## src/rtl/parking_gate_controller.sv

```systemverilog
// Parking gate controller: owns an 8-slot occupancy map, arbitrates entry/exit gate
// requests round-robin, issues scrambled tokens and reports parking durations.
module parking_gate_controller #(
    parameter int unsigned GATE_CYCLES = 4,
    parameter int unsigned TICK_DIV    = 1
) (
    input  logic       clk,
    input  logic       rst,
    input  logic       entry_req,
    input  logic       exit_req,
    input  logic [2:0] exit_token,
    input  logic [2:0] pattern,
    output logic       entry_ack,
    output logic       exit_ack,
    output logic       accept,
    output logic [2:0] token_out,
    output logic [7:0] time_total,
    output logic       gate_open,
    output logic [7:0] occupancy,
    output logic [3:0] parked,
    output logic [3:0] empty
);

    typedef enum logic [1:0] {StIdle, StServe, StGate, StWait} state_e;

    localparam int unsigned DivW = (TICK_DIV > 1) ? $clog2(TICK_DIV) : 1;

    state_e          state_q, state_d;
    logic            serve_exit_q, serve_exit_d;
    logic            last_exit_q, last_exit_d;
    logic [7:0]      gate_cnt_q, gate_cnt_d;
    logic [DivW-1:0] div_q;
    logic [7:0]      time_q;
    logic [7:0]      ts_q [8];
    logic            ts_we;
    logic [2:0]      ts_idx;
    logic [7:0]      occ_q, occ_d;
    logic [3:0]      parked_q, parked_d;
    logic [3:0]      empty_q, empty_d;
    logic [2:0]      token_q, token_d;
    logic [7:0]      total_q, total_d;
    logic            entry_ack_q, entry_ack_d;
    logic            exit_ack_q, exit_ack_d;
    logic            accept_q, accept_d;
    logic            gate_q, gate_d;
    logic [2:0]      free_idx;
    logic            full;
    logic [2:0]      exit_slot;

    // Free-running time base: one tick every TICK_DIV cycles, wrapping at 256.
    always_ff @(posedge clk or posedge rst) begin
        if (rst) begin
            div_q  <= '0;
            time_q <= 8'd0;
        end else if (div_q == DivW'(TICK_DIV - 1)) begin
            div_q  <= '0;
            time_q <= time_q + 8'd1;
        end else begin
            div_q <= div_q + 1'b1;
        end
    end

    always_comb begin
        free_idx = 3'd0;
        for (int i = 7; i >= 0; i--) begin
            if (!occ_q[i]) free_idx = 3'(i);
        end
    end

    assign full      = &occ_q;
    assign exit_slot = exit_token ^ pattern;

    always_comb begin
        state_d      = state_q;
        serve_exit_d = serve_exit_q;
        last_exit_d  = last_exit_q;
        gate_cnt_d   = gate_cnt_q;
        occ_d        = occ_q;
        token_d      = token_q;
        total_d      = total_q;
        entry_ack_d  = 1'b0;
        exit_ack_d   = 1'b0;
        accept_d     = 1'b0;
        ts_we        = 1'b0;
        ts_idx       = free_idx;

        unique case (state_q)
            StIdle: begin
                if (entry_req && exit_req) begin
                    serve_exit_d = ~last_exit_q;
                    state_d      = StServe;
                end else if (entry_req || exit_req) begin
                    serve_exit_d = exit_req;
                    state_d      = StServe;
                end
            end
            StServe: begin
                last_exit_d = serve_exit_q;
                state_d     = StWait;
                if (!serve_exit_q) begin
                    entry_ack_d = 1'b1;
                    if (!full) begin
                        occ_d[free_idx] = 1'b1;
                        ts_we           = 1'b1;
                        token_d         = free_idx ^ pattern;
                        accept_d        = 1'b1;
                        state_d         = StGate;
                    end
                end else begin
                    exit_ack_d = 1'b1;
                    if (occ_q[exit_slot]) begin
                        occ_d[exit_slot] = 1'b0;
                        total_d          = time_q - ts_q[exit_slot];
                        accept_d         = 1'b1;
                        state_d          = StGate;
                    end
                end
                gate_cnt_d = 8'(GATE_CYCLES - 1);
            end
            StGate: begin
                if (gate_cnt_q == 8'd0) begin
                    state_d = StWait;
                end else begin
                    gate_cnt_d = gate_cnt_q - 8'd1;
                end
            end
            StWait: begin
                state_d = StIdle;
            end
            default: begin
                state_d = StIdle;
            end
        endcase

        // Registered so the actuator follows the GATE state without a decode glitch.
        gate_d = (state_d == StGate);
    end

    always_comb begin
        parked_d = 4'd0;
        for (int i = 0; i < 8; i++) begin
            parked_d = parked_d + {3'd0, occ_d[i]};
        end
        empty_d = 4'd8 - parked_d;
    end

    always_ff @(posedge clk or posedge rst) begin
        if (rst) begin
            state_q      <= StIdle;
            serve_exit_q <= 1'b0;
            last_exit_q  <= 1'b1;
            gate_cnt_q   <= 8'd0;
            occ_q        <= 8'd0;
            parked_q     <= 4'd0;
            empty_q      <= 4'd8;
            token_q      <= 3'd0;
            total_q      <= 8'd0;
            entry_ack_q  <= 1'b0;
            exit_ack_q   <= 1'b0;
            accept_q     <= 1'b0;
            gate_q       <= 1'b0;
        end else begin
            state_q      <= state_d;
            serve_exit_q <= serve_exit_d;
            last_exit_q  <= last_exit_d;
            gate_cnt_q   <= gate_cnt_d;
            occ_q        <= occ_d;
            parked_q     <= parked_d;
            empty_q      <= empty_d;
            token_q      <= token_d;
            total_q      <= total_d;
            entry_ack_q  <= entry_ack_d;
            exit_ack_q   <= exit_ack_d;
            accept_q     <= accept_d;
            gate_q       <= gate_d;
        end
    end

    // Arrival timestamps are only meaningful while the slot bit is set, so no reset.
    always_ff @(posedge clk) begin
        if (ts_we) ts_q[ts_idx] <= time_q;
    end

    assign entry_ack  = entry_ack_q;
    assign exit_ack   = exit_ack_q;
    assign accept     = accept_q;
    assign token_out  = token_q;
    assign time_total = total_q;
    assign gate_open  = gate_q;
    assign occupancy  = occ_q;
    assign parked     = parked_q;
    assign empty      = empty_q;

endmodule

```

## config.mk

```make
export PLATFORM = sky130hd
export DESIGN_NAME = parking_gate_controller
export DESIGN_NICKNAME = d
export VERILOG_FILES = /design/src/rtl/parking_gate_controller.sv
export SDC_FILE = /design/constraint.sdc
export NUM_CORES = 1
export LEC_CHECK = 0
export CORE_UTILIZATION = 63
export CTS_CLUSTER_DIAMETER = 30
export DETAILED_ROUTE_END_ITERATION = 10
export PLACE_DENSITY = 0.92
export SETUP_SLACK_MARGIN = 0.15
export SYNTH_ARGS = -nofsm -noshare
export SYNTH_HDL_FRONTEND = slang
export SYNTH_SLANG_ARGS = --single-unit
```

## constraint.sdc

```tcl
create_clock -name clk -period 8.2 [get_ports clk]
set_clock_uncertainty 0.05 [all_clocks]
set_input_delay 2.05 -clock clk [delete_from_list [all_inputs] [get_ports clk]]
set_output_delay 2.05 -clock clk [all_outputs]
set_load 0.01 [all_outputs]
```

==> summary.md <==
| Metric | Value |
|---|---|
| CP Cell Sequence | `clkdlybuf4s50_1, xor2_2, buf_4, nand2_1, a311oi_2, or2_4, nand3_4, nor2_2, a21o_1, fa_1, inv_1, fa_1, fa_1, ha_1, fa_1, xor2_1, nor3_1, xor2_1` |
| Vias in the first global route | `3747` |
| Number of diodes | `0` |
| Crit path time final | `7.05 ns` |
| Share of Yosys cell area claimed by the top area cell type | `0.367` |
| Syn-to-layout area delta | `21.3%` |
| RSZ-0062 raised after global routing | `no` |
| Commonest cells post-synth | `edfxtp_1 (64), dfrtp_1 (48), nand2_1 (48)` |
| Final instance area | `6350 um^2` |
| TritonCTS clock tree | `done` |
| Gr busiest metal | `met2` |
| Insertion delay to the later sink of the worst-skew pair | `0.53 ns` |
| Fin nets | `489` |
| Compound-Gate Fraction of Synth Area | `0.0853` |
| WS Path Type | `in2reg` |
| Hold_ws | `0.431 ns` |
| Area of placed instances | `5750 um^2` |
| Hold_buf cts | `0` |
| Total GRT Usage | `0.330` |
| CP max FO | `19` |
| Grt ovf | `0` |
| Die Area | `8680 um^2` |
| Total number of vias | `3725` |
| Sinks on Clock Net | `114` |
| Top_reg_cell synth | `edfxtp_1` |
| Synth cell types | `59` |
| DR DRC count | `0` |
| Mapped Nets | `435` |
| Cell Pwr Density | `413 nW/um^2` |
| Family with the most delay on the worst path | `adder cells` |
| Synth area leaders | `edfxtp_1 (37%), dfrtp_1 (23%), ha_1 (4.1%), mux4_2 (3.9%), nand2_1 (3.4%)` |
| Status | `completed` |
| F_max | `142 MHz` |
| Hpwl dp | `7.72 mm` |
| CP Capture Type | `register` |
| Fillers | `401` |
| Max-slew violation count | `0` |
| Worst Setup Start Kind | `input port` |
| Max cap viols | `0` |
| Asr flop ratio synth | `0.439` |
| Layout cells sized above 1 | `0.134` |
| Ports | `41` |
| Post-CTS Resized | `0` |
| Vias per cell | `6.51` |
| Port buffer count | `40` |
| Finished Core Util | `0.805` |
| Post-synthesis xor/xnor area fraction | `0.0495` |
| Cell count after synthesis | `403` |
| Drt pass-1 iters | `6` |
| GR Util met1 | `0.433` |
| Final Hold Fails | `0` |
| Synth Area in Simple Gates | `0.115` |
| Largest net degree at the start of global routing | `51` |
| Worst rel slew slack | `0.294` |
| Tightest Pin Transition | `1.06 ns` |
| Multi-input gate area | `1940 um^2` |
| H-tree depth | `4` |
| Post-route ant nets | `0` |
| Fraction of the mapped netlist area in adder cells | `0.0598` |
| Met3 Use GR | `0.0959` |
| Worst VDD drop | `0.415 mV` |
| FF+latch area | `3180 um^2` |
| CTS Buf Count | `17` |
| Core footprint | `7890 um^2` |
| Mapped Area | `5230 um^2` |
| Setup violators final | `0` |
| Setup_tns | `0 ns` |
| Multiplexer share of the synthesized area | `0.0593` |
| Drt total wl | `13.0 mm` |
| Die Y | `93.1 um` |
| Worst-path clk slew | `0.06 ns` |
| Yosys top cell by area | `edfxtp_1` |
| Main combinational cell family by area after synthesis | `simple AND/OR/NAND/NOR gates` |
| Post-synth EDFFs | `64` |
| Seq/Total Area, Yosys | `0.607` |
| Yosys warnings | `0` |
| Post-CTS Setup Bufs | `0` |
| Critical Path RT | `8.59 ns` |
| Number of cell rows | `32` |
| GR Util met2 | `0.516` |
| CP peak stage delay | `0.63 ns` |
| Initial cell density of the core | `0.664` |
| Routed length per instance | `22.7 um` |
| Max stage delay cell, worst path | `clkdlybuf4s50_1` |
| Clk Tree Root Cell | `clkbuf_8` |
| WP buf/inv | `3` |
| Clock buffer depth | `2` |
| Leak | `2.52 nW` |
| #FFs+latches synth | `114` |
| First-pass GRT wire length | `20.4 mm` |
| Worst Path Arrival | `7.44 ns` |
| Initial DRC count | `512` |
| Synth Area per Inst | `13.0 um^2` |
| Die width | `93.1 um` |
| Hold/Removal Path Class | `reg2reg` |
| Most frequent cell after synthesis | `edfxtp_1` |
| Placer Congestion | `0.908` |
| Final Cycle Share | `0.859` |
| Antenna violations before repair | `0` |
| CP dominant cell by count | `fa_1` |
[path summary, 6_finish.rpt]
| check | end | startpoint | cells past startpoint | slack [ns] |
|---|---|---|---|---|
| min reg2reg | time_total[7] | time_total[7] | 2 | 0.43 |
| max | empty[3] | pattern[1] | 18 | 1.15 |
| max in group asynchronous | time_total[0] | rst | 2 | 5.39 |
| min in group asynchronous | gate_cnt_q[1] | rst | 2 | 2.05 |
| min | time_total[7] | time_total[7] | 2 | 0.43 |
| max reg2reg | empty[3] | state_q[1] | 17 | 3.28 |
[flip-flops by register name, summed over array words and instances (netlist names)]
| name | flops |
|---|---|
| time_total | 8 |
| time_q | 8 |
| parked | 3 |
| token_out | 3 |
| state_q | 2 |
| gate_cnt_q | 8 |
| accept | 1 |
| empty | 4 |
| ts_q | 64 |
| exit_ack | 1 |
| gate_open | 1 |
| last_exit_q | 1 |
| serve_exit_q | 1 |
| entry_ack | 1 |
| occupancy | 8 |
[worst min-delay path, stage by stage (launching register included)]
cell and delay [ns]:
dfrtp_1 0.33, nand2_1 0.06, nand2_1 0.06
[through the flow]
stage	power, mW	worst slack [ns]	instances
after global placement	1.72	1.06	540
after global routing	2.75	0.916	572
final	2.62	1.15	572
after floorplan	1.46	2.07	403
after CTS	2.60	1.24	572
after detailed placement	1.80	0.892	540
[power by group]
| part | internal [mW] | switching (mW) |
|---|---|---|
| Clock | 0.465 | 0.283 |
| Sequential | 0.738 | 0.0862 |
| Combinational | 0.450 | 0.597 |
[metal layers]
layer / vias up / part of all wire
li1: 1572 / -
met1: 1795 / 0.38
met2: 291 / 0.48
met3: 67 / 0.098
met4: 0 / 0.042
met5: - / 0
[placed cells by master, fill, tap and decap left out, types with 11 or more instances in the layout]
cell type	n
nand2_1	48
inv_1	16
clkbuf_16	16
ha_1	17
edfxtp_1	64
nor2_1	28
nor3_1	11
o21ai_0	15
clkdlybuf4s50_1	40
a21oi_1	17
dfrtp_1	48
xnor2_1	13
[cell families (layout without fill, tap and decap cells)]
kind of cell    Yosys count  in the layout
mux                      18             18
xor+xnor                 27             27
fa+ha+maj                22             22
flops                   114            114
buf+inv                  29             96
compound gates           66             66
simple gates            127            127
[area by class of cell]
type / count / area share
inverter: 19 / 0.0112
tap: 102 / 0.0201
clock inverter: 15 / 0.0290
multi-input combinational: 260 / 0.305
clock buffer: 17 / 0.0652
timing repair buffer: 45 / 0.0690
sequential: 114 / 0.500
Note: power is estimated with default switching activity, not from simulation.
